`src/rtl/game_pkg.sv`:
```
// Key codes, PS/2 scan codes and FSM state types shared by the keyboard
// decoder and the game state_machine.
package game_pkg;

   localparam logic [1:0] K_NONE     = 2'b00;
   localparam logic [1:0] K_LEFT     = 2'b01;
   localparam logic [1:0] K_RIGHT    = 2'b10;
   localparam logic [1:0] K_SPACEBAR = 2'b11;

   localparam logic [7:0] SC_EXT   = 8'hE0;
   localparam logic [7:0] SC_BRK   = 8'hF0;
   localparam logic [7:0] SC_LEFT  = 8'h6B;
   localparam logic [7:0] SC_RIGHT = 8'h74;
   localparam logic [7:0] SC_SPACE = 8'h29;

   typedef enum logic [1:0] {
      RX_IDLE,
      RX_DATA,
      RX_PARITY,
      RX_STOP
   } rx_state_t;

   typedef enum logic [1:0] {
      DEC_IDLE,
      DEC_EXT,
      DEC_BRK,
      DEC_EXT_BRK
   } dec_state_t;

endpackage

```
`src/rtl/ps2_rx.sv`:
```
// PS/2 frame receiver: synchronisers, falling-edge sampling, framing checks and
// timeout. byte_valid/err pulse one cycle after the stop edge; no backpressure.
module ps2_rx #(
   parameter int TIMEOUT_CYCLES = 65000,
   parameter int SYNC_STAGES    = 2
) (
   input  logic       clk,
   input  logic       rst,
   input  logic       ps2_clk,
   input  logic       ps2_data,
   output logic [7:0] data_byte,
   output logic       byte_valid,
   output logic       err
);
   import game_pkg::*;

   localparam int            TW       = $clog2(TIMEOUT_CYCLES);
   localparam logic [TW-1:0] TMO_LAST = TW'(TIMEOUT_CYCLES - 1);

   logic [SYNC_STAGES-1:0] clk_sh;
   logic [SYNC_STAGES-1:0] dat_sh;
   logic                   sync_prev;
   logic                   sync_cur;
   logic                   sdat;
   logic                   fall;

   rx_state_t   state;
   rx_state_t   state_nxt;
   logic [2:0]  bit_cnt;
   logic        par_acc;
   logic [7:0]  shreg;
   logic [TW-1:0] tmo_cnt;
   logic        valid_nxt;
   logic        err_nxt;

   assign sync_cur  = clk_sh[SYNC_STAGES-1];
   assign sdat      = dat_sh[SYNC_STAGES-1];
   assign fall      = sync_prev & ~sync_cur;
   assign data_byte = shreg;

   always_comb begin
      state_nxt = state;
      valid_nxt = 1'b0;
      err_nxt   = 1'b0;
      if (fall) begin
         case (state)
            RX_IDLE:   if (!sdat) state_nxt = RX_DATA;
            RX_DATA:   if (bit_cnt == 3'd7) state_nxt = RX_PARITY;
            RX_PARITY: state_nxt = RX_STOP;
            RX_STOP: begin
               state_nxt = RX_IDLE;
               // par_acc holds XOR of data and parity bits; odd parity means 1
               if (sdat && par_acc) valid_nxt = 1'b1;
               else                 err_nxt   = 1'b1;
            end
            default:   state_nxt = RX_IDLE;
         endcase
      end else if (state != RX_IDLE && tmo_cnt == TMO_LAST) begin
         state_nxt = RX_IDLE;
         err_nxt   = 1'b1;
      end
   end

   always_ff @(posedge clk or posedge rst) begin
      if (rst) begin
         clk_sh     <= '1;
         dat_sh     <= '1;
         sync_prev  <= 1'b1;
         state      <= RX_IDLE;
         bit_cnt    <= '0;
         par_acc    <= 1'b0;
         shreg      <= '0;
         tmo_cnt    <= '0;
         byte_valid <= 1'b0;
         err        <= 1'b0;
      end else begin
         clk_sh     <= {clk_sh[SYNC_STAGES-2:0], ps2_clk};
         dat_sh     <= {dat_sh[SYNC_STAGES-2:0], ps2_data};
         sync_prev  <= sync_cur;
         state      <= state_nxt;
         byte_valid <= valid_nxt;
         err        <= err_nxt;
         tmo_cnt    <= (state == RX_IDLE || fall) ? '0 : tmo_cnt + TW'(1);
         if (fall) begin
            case (state)
               RX_IDLE: begin
                  bit_cnt <= '0;
                  par_acc <= 1'b0;
               end
               RX_DATA: begin
                  shreg   <= {sdat, shreg[7:1]};
                  bit_cnt <= bit_cnt + 3'd1;
                  par_acc <= par_acc ^ sdat;
               end
               RX_PARITY: par_acc <= par_acc ^ sdat;
               default: ;
            endcase
         end
      end
   end

endmodule

```
`src/rtl/keyboard_decoder.sv`:
```
// PS/2 keyboard to 2-bit game key code: one-cycle pulse per fresh key press,
// 2 clk after the synchronised stop edge; no backpressure.
module keyboard_decoder #(
   parameter int TIMEOUT_CYCLES = 65000,
   parameter int SYNC_STAGES    = 2
) (
   input  logic       clk,
   input  logic       rst,
   input  logic       ps2_clk,
   input  logic       ps2_data,
   output logic [1:0] key,
   output logic       frame_err
);
   import game_pkg::*;

   logic [7:0] rx_byte;
   logic       rx_valid;
   logic       rx_err;

   dec_state_t dec_state;
   dec_state_t dec_nxt;
   logic       held_left;
   logic       held_right;
   logic       held_space;
   logic       held_left_nxt;
   logic       held_right_nxt;
   logic       held_space_nxt;
   logic [1:0] key_nxt;

   ps2_rx #(
      .TIMEOUT_CYCLES (TIMEOUT_CYCLES),
      .SYNC_STAGES    (SYNC_STAGES)
   ) u_rx (
      .clk        (clk),
      .rst        (rst),
      .ps2_clk    (ps2_clk),
      .ps2_data   (ps2_data),
      .data_byte  (rx_byte),
      .byte_valid (rx_valid),
      .err        (rx_err)
   );

   // rx_err is already a registered one-cycle pulse
   assign frame_err = rx_err;

   always_comb begin
      dec_nxt        = dec_state;
      key_nxt        = K_NONE;
      held_left_nxt  = held_left;
      held_right_nxt = held_right;
      held_space_nxt = held_space;
      if (rx_err) begin
         dec_nxt = DEC_IDLE;
      end else if (rx_valid) begin
         dec_nxt = DEC_IDLE;
         case (dec_state)
            DEC_IDLE: begin
               if (rx_byte == SC_EXT)      dec_nxt = DEC_EXT;
               else if (rx_byte == SC_BRK) dec_nxt = DEC_BRK;
               else if (rx_byte == SC_SPACE && !held_space) begin
                  held_space_nxt = 1'b1;
                  key_nxt        = K_SPACEBAR;
               end
            end
            DEC_EXT: begin
               if (rx_byte == SC_BRK)      dec_nxt = DEC_EXT_BRK;
               else if (rx_byte == SC_EXT) dec_nxt = DEC_EXT;
               else if (rx_byte == SC_LEFT && !held_left) begin
                  held_left_nxt = 1'b1;
                  key_nxt       = K_LEFT;
               end else if (rx_byte == SC_RIGHT && !held_right) begin
                  held_right_nxt = 1'b1;
                  key_nxt        = K_RIGHT;
               end
            end
            DEC_BRK: begin
               if (rx_byte == SC_SPACE) held_space_nxt = 1'b0;
            end
            DEC_EXT_BRK: begin
               if (rx_byte == SC_LEFT)       held_left_nxt  = 1'b0;
               else if (rx_byte == SC_RIGHT) held_right_nxt = 1'b0;
            end
            default: dec_nxt = DEC_IDLE;
         endcase
      end
   end

   always_ff @(posedge clk or posedge rst) begin
      if (rst) begin
         dec_state  <= DEC_IDLE;
         key        <= K_NONE;
         held_left  <= 1'b0;
         held_right <= 1'b0;
         held_space <= 1'b0;
      end else begin
         dec_state  <= dec_nxt;
         key        <= key_nxt;
         held_left  <= held_left_nxt;
         held_right <= held_right_nxt;
         held_space <= held_space_nxt;
      end
   end

endmodule

```
`config.mk`:
```
export PLATFORM = sky130hd
export DESIGN_NAME = keyboard_decoder
export DESIGN_NICKNAME = d
export VERILOG_FILES = /design/src/rtl/game_pkg.sv /design/src/rtl/ps2_rx.sv /design/src/rtl/keyboard_decoder.sv
export SDC_FILE = /design/constraint.sdc
export NUM_CORES = 1
export LEC_CHECK = 0
export ABC_AREA = 0
export BUFFER_PORTS_ARGS = -buffer_cell sky130_fd_sc_hd__buf_2
export CORE_ASPECT_RATIO = 1.75
export CORE_MARGIN = 2
export CORE_UTILIZATION = 51
export DETAILED_ROUTE_END_ITERATION = 7
export PLACE_DENSITY = 0.7
export SYNTH_ARGS = -nofsm -noshare
export SYNTH_HDL_FRONTEND = slang
export SYNTH_SLANG_ARGS = --single-unit
```
`constraint.sdc`:
```
create_clock -name clk -period 3 [get_ports clk]
set_input_delay 0 -clock clk [delete_from_list [all_inputs] [get_ports clk]]
set_output_delay 0 -clock clk [all_outputs]
set_load 0.01 [all_outputs]
```
==> metrics <==
global route overflow=0; CP startpoint kind=register; worst hold slack=0.3405 ns; die height=between 80 and 90 µm; Max-Cap Viols=0; Clk Latency, worst-skew pair=0.29 ns; Synth Warn #=0; crit-path max cell delay=0.57 ns; # setup viols final=0; post-synthesis cell area=approximately 0.002 mm²; clock network power share=~31%; Syn Area/Cell=roughly 11 µm²; die area=roughly 0.0044 mm²; dpl ws=between 0.9 and 1 ns; Setup crit end=dec_state[1]$_DFFE_PP0P_; slowest stage cell, crit path=or4b_4; drt first pass iters=4; Gate power share=about 17%; synthesized net count=196; Worst-Margin Slew=around 0.68 ns; FF-to-FF End=dec_state[1]$_DFFE_PP0P_; 1st-iter DRT viols=28; CTS sink count=44; internal power=roughly 1.0 mW; FP Rows=30; Ports=7; largest net degree at the start of global routing=45; worst-case reg-to-reg path depth=4; Slew HR=between 50% and 60%; PD cells=between 600 and 700 mW/mm²; CTS tree=yes; GR Util All Layers=18.99%; Sw Ratio=27.94%; setup ws final=roughly 0.91 ns; Period minus WS final=roughly 2.1 ns; root buf cell=clkbuf_8; status=finished clean; number of diodes=0; vias in the first global route=roughly 1400; Period Utilization, post-route=between 60% and 70%; share of cells above drive strength 1=14.57%; CP Capture Type=register; htree depth=2; Via density=between 5 and 6; Avg WL per Cell=~15 µm; antenna violations before repair=0; Initial Utilization=52.09%; Via Count=~1400; Worst R2R Start=u_rx.data_byte[1]$_DFFE_PP0P_; post_cts resized=0; Core Area=about 0.0038 mm²; sequential area share after synthesis=55.52%; max frequency=about 480 MHz; CTS Buf Count=5; Area Growth Syn to Fin=11.23%; maximum resistive drop on vdd=around 420 µV; Hold/Removal Path Class=in -> reg; register bit total from synthesis=44; Synth cell types=33; fillcell total=about 350; RSZ-0062 raised after global routing=false; fin util=~58%; Worst EP required=3.21 ns; Switch Pwr=just under 0.4 mW; final wirelength=about 3.6 mm; Detail Route Antenna Nets=0; Max FO, Critical Path=6; first-pass GRT wire length=about 6.3 mm; Syn Inst Count=roughly 180; Reg clk slew, reported paths=roughly 0.080 ns; CP startpoint=u_rx.data_byte[1]$_DFFE_PP0P_; Port Buffers=6; dpl cell area=0.002081 mm²; routability cong.=0.7978; cell with the most instances on the worst path=or4b_4; crit path DAT=about 2.3 ns; # nets final=210; Die Wd=a little over 50 µm; CP Cell Sequence=or4b_4 -> or4b_4 -> or3_1 -> a21oi_1; finished layout cell area=0.002218 mm²; sum of negative setup slack=0 ns; P_leak=approximately 0.95 nW; Final HPWL DP=2.602 mm; final hold vios=0; Seq pwr share=a little over half; DRC=0; maximum clock path buffer count=2; FF-to-FF setup slack=about 0.91 ns; Final Max Tran Viols=0; Setup Crit Path Kind=reg -> reg; Clock Skew=roughly 0.0083 ns
per-layer routing:
metal | up-vias | wire (µm) | track usage (%)
met5 | - | 0 | 0
met4 | 0 | 71 | 7.895
met3 | 8 | 91 | 3.621
met2 | 30 | 2073 | 36.95
met1 | 687 | 1374 | 18.79
li1 | 677 | - | -
stage by stage:
stage	total power, mW	cells
after global routing	1.476	247
after floorplan	0.9083	184
final	1.395	247
after CTS	1.415	247
after detailed placement	0.9716	236
after global placement	0.9558	236
sequential cells by signal, summed over array words and instances (netlist names):
signal           cells
held_left            1
held_space           1
u_rx.byte_valid      1
u_rx.clk_sh          2
u_rx.err             1
u_rx.bit_cnt         3
u_rx.data_byte       8
u_rx.tmo_cnt        16
u_rx.par_acc         1
u_rx.state           2
held_right           1
u_rx.sync_prev       1
key                  2
dec_state            2
u_rx.dat_sh          2
worst min path at each step:
stage / to / startpoint / cells after the start
global placement: u_rx.dat_sh[0]$_DFF_PP1_ / ps2_data / 1
CTS: u_rx.clk_sh[0]$_DFF_PP1_ / ps2_clk / 2
floorplan: u_rx.clk_sh[0]$_DFF_PP1_ / ps2_clk / 0
detailed placement: u_rx.dat_sh[0]$_DFF_PP1_ / ps2_data / 1
global route: u_rx.dat_sh[0]$_DFF_PP1_ / ps2_data / 2
finish: u_rx.clk_sh[0]$_DFF_PP1_ / ps2_clk / 2
cell type report:
type                    count  area (µm²)  area share (%)
flip-flops and latches     44        1107           49.92
repair buffers             10       67.56           3.046
well taps                  48       60.06           2.707
clock buffers               6       72.57           3.271
clock inverters             2       35.03           1.579
multi-input cells         127       838.3           37.79
inverters                  10       37.54           1.692
logic make-up (layout without fill, tap and decap cells):
logic type | count (synthesis) | in the layout | synth area share, %
compound gates | 27 | 27 | 7.905
fa+ha+maj | 8 | 8 | 5.019
mux | 9 | 9 | 4.956
simple gates | 74 | 74 | 20.20
xor+xnor | 9 | 9 | 3.952
flops | 44 | 44 | 55.52
buf+inv | 13 | 28 | 2.447
critical path, delay by kind of cell, from the launching register on:
family,cells,cell delay [ns]
compound gates,1,0.15
flops,1,0.44
simple gates,3,1.41
placed cells by master (no fill, tap or decap), types with 2 or more instances in the layout:
cell	n
nor4b_1	2
nor2_1	14
o21ai_0	11
ha_1	8
inv_1	10
clkbuf_8	5
o22ai_1	2
or3_1	6
dfstp_2	5
nor4_1	6
mux2i_1	2
mux2_2	7
a21oi_1	8
dlygate4sd3_1	3
or4b_4	2
nand3_1	10
and3_1	3
nor3_1	4
a32o_1	2
nand4_1	4
nand2b_1	3
dfrtp_1	39
nand2_1	14
buf_2	6
or4_1	2
xnor2_1	5
xor2_1	4
power groups by stage:
| stage | logic, mW | registers, mW | clock network [mW] |
|---|---|---|---|
| 3_3_place_gp | 0.223 | 0.732 | 0 |
| 6_report | 0.232 | 0.727 | 0.436 |
| 3_5_place_dp | 0.234 | 0.737 | 0 |
| 5_1_grt | 0.268 | 0.738 | 0.470 |
| 4_1_cts | 0.237 | 0.727 | 0.451 |
| 2_1_floorplan | 0.192 | 0.716 | 0 |
synthesized netlist by cell type:
master      n  area, µm²
dfrtp_1    39      975.9
nand2_1    14      52.55
nor2_1     14      52.55
o21ai_0    11      55.05
inv_1      10      37.54
nand3_1    10      50.05
a21oi_1     8      40.04
ha_1        8      100.1
mux2_2      7      78.83
nor4_1      6      37.54
or3_1       6      37.54
dfstp_2     5      131.4
xnor2_1     5      43.79
nand4_1     4      25.02
nor3_1      4      20.02
xor2_1      4      35.03
and3_1      3      18.77
clkbuf_1    3      11.26
nand2b_1    3      18.77
a32o_1      2      20.02
mux2i_1     2      20.02
nor4b_1     2      17.52
o22ai_1     2      12.51
or4_1       2      15.01
or4b_4      2      27.53
a211oi_1    1      7.510
and2_1      1      6.260
nand4bb_1   1      11.26
nor2b_1     1      6.260
o21a_1      1      7.510
o21bai_1    1      7.510
o31ai_1     1      7.510
or2_2       1      6.260
repair_timing:
action	CTS	global route
hold buffers	3	0
endpoints found under the hold margin	41	0
setup buffers	0	0
Power figures use the tool's default switching activity.
